===== src/rtl/dequantization.sv =====
// Dequantizer: maps a pair of level indices back to bin-centre values in [-M, M]
// using two parallel MSB-first restoring dividers; one pair in flight at a time.
module dequantization #(
    parameter int DATA_WIDTH = 16,
    parameter int L          = 6
) (
    input  logic                         clk,
    input  logic                         rstn,
    input  logic                         en,
    input  logic signed [DATA_WIDTH-1:0] M,
    input  logic signed [DATA_WIDTH-1:0] vqx,
    input  logic signed [DATA_WIDTH-1:0] vqy,
    input  logic                         in_valid,
    output logic                         in_ready,
    output logic signed [DATA_WIDTH-1:0] vdx,
    output logic signed [DATA_WIDTH-1:0] vdy,
    output logic                         out_valid,
    input  logic                         out_ready
);

    localparam int NW = 2 * DATA_WIDTH;
    localparam int RW = $clog2(L) + 1;
    localparam int CW = $clog2(NW);

    localparam logic [RW-1:0]                L_DIV    = RW'(L);
    localparam logic signed [DATA_WIDTH-1:0] L_LVL    = DATA_WIDTH'(L);
    localparam logic [DATA_WIDTH-1:0]        L_TOP    = DATA_WIDTH'(L - 1);
    localparam logic [CW-1:0]                CNT_LAST = CW'(NW - 1);
    localparam logic signed [NW:0] SAT_MAX = {{(NW-DATA_WIDTH+2){1'b0}}, {(DATA_WIDTH-1){1'b1}}};
    localparam logic signed [NW:0] SAT_MIN = {{(NW-DATA_WIDTH+2){1'b1}}, {(DATA_WIDTH-1){1'b0}}};

    typedef enum logic [1:0] {
        S_IDLE = 2'd0,
        S_DIV  = 2'd1,
        S_HOLD = 2'd2
    } state_t;

    state_t                  r_state;
    state_t                  w_state_next;
    logic [CW-1:0]           r_cnt;
    logic [DATA_WIDTH-1:0]   r_mc;

    logic                    w_accept;
    logic                    w_step;
    logic                    w_last;
    logic [DATA_WIDTH-1:0]   w_mc;
    logic [DATA_WIDTH:0]     w_mcp1;

    logic signed [DATA_WIDTH-1:0] w_lvl [2];
    logic signed [DATA_WIDTH-1:0] w_res [2];

    assign w_accept = (r_state == S_IDLE) && in_valid && en;
    assign w_step   = (r_state == S_DIV) && en;
    assign w_last   = w_step && (r_cnt == CNT_LAST);

    // A negative bound collapses the range to a single point at zero
    assign w_mc   = M[DATA_WIDTH-1] ? '0 : M;
    assign w_mcp1 = {1'b0, w_mc} + (DATA_WIDTH+1)'(1);

    assign w_lvl[0] = vqx;
    assign w_lvl[1] = vqy;

    genvar gi;
    generate
        for (gi = 0; gi < 2; gi++) begin : g_lane
            logic [DATA_WIDTH-1:0] w_qc;
            logic [DATA_WIDTH:0]   w_odd;
            logic [NW-1:0]         w_num;
            logic [NW-1:0]         r_num;
            logic [NW-1:0]         r_quo;
            logic [RW-1:0]         r_rem;
            logic [RW-1:0]         w_trial;
            logic                  w_qbit;
            logic [RW-1:0]         w_rem_next;
            logic [NW-1:0]         w_quo_full;
            logic signed [NW:0]    w_diff;
            logic signed [DATA_WIDTH-1:0] w_sat;

            always_comb begin
                w_qc = w_lvl[gi];
                if (w_lvl[gi][DATA_WIDTH-1]) begin
                    w_qc = '0;
                end else if (w_lvl[gi] >= L_LVL) begin
                    w_qc = L_TOP;
                end
            end

            assign w_odd = {w_qc, 1'b1};
            assign w_num = NW'(w_odd) * NW'(w_mcp1);

            // Remainder stays below L, so its top bit can be dropped before the shift
            assign w_trial    = {r_rem[RW-2:0], r_num[NW-1]};
            assign w_qbit     = (w_trial >= L_DIV);
            assign w_rem_next = w_qbit ? (w_trial - L_DIV) : w_trial;
            assign w_quo_full = {r_quo[NW-2:0], w_qbit};

            always_ff @(posedge clk or negedge rstn) begin
                if (!rstn) begin
                    r_num <= '0;
                    r_quo <= '0;
                    r_rem <= '0;
                end else if (w_accept) begin
                    r_num <= w_num;
                    r_quo <= '0;
                    r_rem <= '0;
                end else if (w_step) begin
                    r_num <= {r_num[NW-2:0], 1'b0};
                    r_quo <= w_quo_full;
                    r_rem <= w_rem_next;
                end
            end

            assign w_diff = $signed({1'b0, w_quo_full})
                          - $signed({{(NW-DATA_WIDTH+1){1'b0}}, r_mc});

            always_comb begin
                w_sat = w_diff[DATA_WIDTH-1:0];
                if (w_diff > SAT_MAX) begin
                    w_sat = SAT_MAX[DATA_WIDTH-1:0];
                end else if (w_diff < SAT_MIN) begin
                    w_sat = SAT_MIN[DATA_WIDTH-1:0];
                end
            end

            assign w_res[gi] = w_sat;
        end
    endgenerate

    always_ff @(posedge clk or negedge rstn) begin
        if (!rstn) begin
            r_state <= S_IDLE;
        end else begin
            r_state <= w_state_next;
        end
    end

    always_comb begin
        w_state_next = r_state;
        in_ready     = 1'b0;
        out_valid    = 1'b0;
        case (r_state)
            S_IDLE: begin
                in_ready = en && rstn;
                if (en && in_valid) begin
                    w_state_next = S_DIV;
                end
            end
            S_DIV: begin
                if (w_last) begin
                    w_state_next = S_HOLD;
                end
            end
            S_HOLD: begin
                out_valid = rstn;
                if (en && out_ready) begin
                    w_state_next = S_IDLE;
                end
            end
            default: begin
                w_state_next = S_IDLE;
            end
        endcase
    end

    always_ff @(posedge clk or negedge rstn) begin
        if (!rstn) begin
            r_cnt <= '0;
            r_mc  <= '0;
            vdx   <= '0;
            vdy   <= '0;
        end else if (w_accept) begin
            r_cnt <= '0;
            r_mc  <= w_mc;
        end else if (w_step) begin
            r_cnt <= w_last ? '0 : (r_cnt + CW'(1));
            if (w_last) begin
                vdx <= w_res[0];
                vdy <= w_res[1];
            end
        end
    end

endmodule


===== config.mk =====
export PLATFORM = sky130hd
export DESIGN_NAME = dequantization
export DESIGN_NICKNAME = d
export VERILOG_FILES = /design/src/rtl/dequantization.sv
export SDC_FILE = /design/constraint.sdc
export NUM_CORES = 1
export LEC_CHECK = 0
export CAP_MARGIN = 20
export CORE_MARGIN = 5
export CORE_UTILIZATION = 58
export DETAILED_ROUTE_END_ITERATION = 10
export GPL_TIMING_DRIVEN = 0
export PLACE_DENSITY = 0.79
export SETUP_SLACK_MARGIN = 0.2
export SYNTH_ARGS = -nofsm -noshare
export SYNTH_HDL_FRONTEND = slang
export SYNTH_SLANG_ARGS = --single-unit

===== constraint.sdc =====
create_clock -name clk -period 3.8 [get_ports clk]
set_input_delay 0.76 -clock clk [delete_from_list [all_inputs] [get_ports clk]]
set_output_delay 0.76 -clock clk [all_outputs]
set_load 0.01 [all_outputs]

==> impl_metrics.csv, run 1 <==
group,metric,value,unit
status,status,"finished, violations left",
status,violations,"setup timing",
timing,finalClockSkew,0.0169,ns
logic_synthesis,synth.most_common_cell,"inv_1",
place,io_buffers,86,
setup_path,worst-setup-path-type,"in2reg",
logic_synthesis,synthTopCellsByArea,"fa_1 31%, dfrtp_1 18%, ha_1 12%, inv_1 7.4%, nand2_1 2.9%",
global_routing,grt_pass1_vias,23300,
worst_hold_path,hp-class,"in2async",
setup_path,required,4.11,ns
logic_synthesis,async_flop_share,100,%
logic_synthesis,synthCells,2671,
detailed_routing,routed_wirelength,80600,um
final_layout,area_growth_syn_to_layout,29.7,%
setup_path,arrival,7.33,ns
clock_network,ctsHoldBuffers,0,
detailed_routing,drt-pass1-iter-count,8,
logic_synthesis,synth_area_leader_cell,"fa_1",
timing,worst_slack,-3.22,ns
setup_path,critPathTopFamily,"adder cells",
detailed_routing,avgViaCountPerCell,5.79,
global_routing,grt_antenna_before_repair,1,
die,die_h,219,um
clock_network,cts_num_sinks,185,
clock_network,cts_tree,"built",
run,max-cap-violations,0,
die,io_pins,87,
detailed_routing,vias,22700,
clock_network,clkTransAtPathRegs,0.08,ns
detailed_routing,drc,0,
setup_path,path_buf_inv,8,
clock_network,clock_latency,0.47,ns
die,die_w,219,um
detailed_routing,initialDrtViolationCount,2503,
setup_path,slowest_delay,0.77,ns
global_routing,use_met1,40.3,%
global_routing,grt_busiest_layer,"met2",
place,routabilityCongestion,0.922,
logic_synthesis,yosys_most_used_dff,"dfrtp_1",
timing,slew_headroom,37.7,%
global_routing,grt_max_degree,97,
logic_synthesis,yosysUniqueCellTypes,87,
logic_synthesis,synth_common_cells,"503 x inv_1, 390 x fa_1, 241 x ha_1",
detailed_routing,ant_nets,0,
timing,finalCriticalPeriod,7.02,ns
final_layout,layout-drive-gt1-share,18.8,%
clock_network,cts_buffer_depth,2,
final_layout,finalNetCount,4008,
die,dieArea,48000,um2
logic_synthesis,synth_top_area_share,30.8,%
timing,setup_viol,38,
global_routing,grt_pass1_wl,117000,um
timing,max_freq,142,MHz
timing,drv_slew,0,
place,dp_slack,-5.22,ns
setup_path,cp_common_cell,"inv_1",
global_routing,gr-usage-all-layers,30.7,%
logic_synthesis,yosysWarnings,0,
setup_path,endpoint_kind,"register",
logic_synthesis,synth_edf_count,0,
final_layout,n_antenna_cell,0,
logic_synthesis,syn_area_per_cell,9.50,um2
logic_synthesis,syn_area,25400,um2
place,hpwl,53100,um
setup_path,start_kind,"input port",
global_routing,met3_usage,4.19,%
setup_path,cpMaxStageDelayCell,"clkdlybuf4s50_1",
die,initial_core_util,58.8,%
clock_network,h-tree-depth,4,
global_routing,met2_usage,52.0,%
logic_synthesis,ys_seq_area_share,18.2,%
detailed_routing,routedWlPerCell,20.6,um
global_routing,grt-ovfl-total,0,
timing,finalHoldViolCount,0,
die,rows,76,
logic_synthesis,ys_ff_latch,185,
setup_path,crit_fanout,6,
die,coreArea,43200,um2
clock_network,cts_buffers,17,
timing,rsz0062_at_grt,"true",
timing,fin_crit_sh,185,%
timing,tightest_slew,0.935,ns
clock_network,root_buffer,"clkbuf_16",
-- metal layers --
layer	vias to the layer above	part of all wire (%)
li1	9710	-
met1	11200	36
met2	1304	48
met3	447	8.6
met4	2	6.5
met5	-	0.016
-- layout make-up --
type,instances,area [um2]
Inverter,504,1900
Fill cell,2753,10300
Buffer,79,488
Sequential cell,185,4630
Clock buffer,17,425
Timing Repair Buffer,253,2290
Clock inverter,15,196
Multi-Input combinational cell,2284,22300
Tap cell,585,732
-- cell usage in the layout (no fill, tap or decap), types with 47 or more instances in the layout --
cell and count:
inv_2 47, fa_1 375, o21ai_0 61, nand2_1 180, inv_1 453, buf_4 125
a22o_1 60, clkbuf_1 50, a21oi_1 60, buf_6 50, ha_1 187, xnor2_1 47
nor2_1 153, conb_1 384, dfrtp_1 183
-- worst register-to-register path, cell delays in order, from the launching register on --
cell and delay (ns):
dfrtp_2 0.43, a21oi_4 0.22, ha_4 0.17, inv_2 0.04, fa_2 0.35, a211oi_2 0.22
o21ai_2 0.12, a311oi_2 0.33, buf_4 0.21, buf_4 0.13, buf_4 0.12, o211ai_1 0.12
xnor2_1 0.18, nor2_1 0.10, nand4_1 0.18, o41ai_4 0.47, buf_4 0.21, o221ai_2 0.09
-- state kept, by name, summed over array words and instances, names as in the netlist --
| name | cells |
|---|---|
| g_lane.r_num | 63 |
| g_lane.r_quo | 62 |
| g_lane.r_rem | 6 |
| r_cnt | 5 |
| r_mc | 15 |
| r_state | 2 |
| vdx | 16 |
| vdy | 16 |
-- worst paths after layout --
check	startpoint	to	slack [ns]	depth (start not counted)
worst max-delay path	M[7]	g_lane[0].r_num[20]	-3.22	27
worst min-delay path	rstn	g_lane[0].r_quo[26]	0.32	1
worst max register to register	g_lane[0].r_rem[1]	vdx[1]	0.01	17
worst min register to register	vdx[15]	vdx[15]	0.49	2
max in group asynchronous	rstn	g_lane[0].r_rem[0]	2.53	2
min in group clk	vdx[15]	vdx[15]	0.49	2
-- through the flow --
step           cell area [um2]  hold slack [ns]  utilization [%]  std cells  TNS (ns)
6_report                 32900            0.323             76.3       3922    -94.39
5_1_grt                  32900            0.395             76.3       3922    -99.62
4_1_cts                  31800            0.355             73.7       3876    -78.06
3_5_place_dp             29000            0.464             67.1       3725   -172.46
3_3_place_gp             29000            0.451             67.1       3724  -1194.67
2_1_floorplan            27400            0.439                -       3053    -81.07
-- cells by family after synthesis --
group | Yosys count | share of synthesized area [%]
mux | 10 | 0.394
xor+xnor | 107 | 3.69
other cells | 2 | 0.0296
compound gates | 495 | 13.6
flops | 185 | 18.2
buf+inv | 584 | 8.78
fa+ha+maj | 631 | 42.6
simple gates | 657 | 12.6
-- timing repair --
action                     CTS  global route
pin swaps                  174           153
setup buffers              119            45
resized for setup          410           168
setup endpoints to repair   73            95
gates cloned                 1             1
Power of run 1 is not shown: default switching activity piles up to over one toggle a cycle in this logic, so the estimate is an artifact.
==> run 2, diff against run 1 <==
--- a/config.mk
+++ b/config.mk
@@ -10,6 +10,7 @@
 export CORE_UTILIZATION = 58
 export DETAILED_ROUTE_END_ITERATION = 10
 export GPL_TIMING_DRIVEN = 0
+export HOLD_SLACK_MARGIN = 0.06
 export PLACE_DENSITY = 0.79
 export SETUP_SLACK_MARGIN = 0.2
 export SYNTH_ARGS = -nofsm -noshare
==> results of run 2 <==
Final layout, timing and power as in run 1 (identical DEF).
Power of run 2 is left out for the same reason.
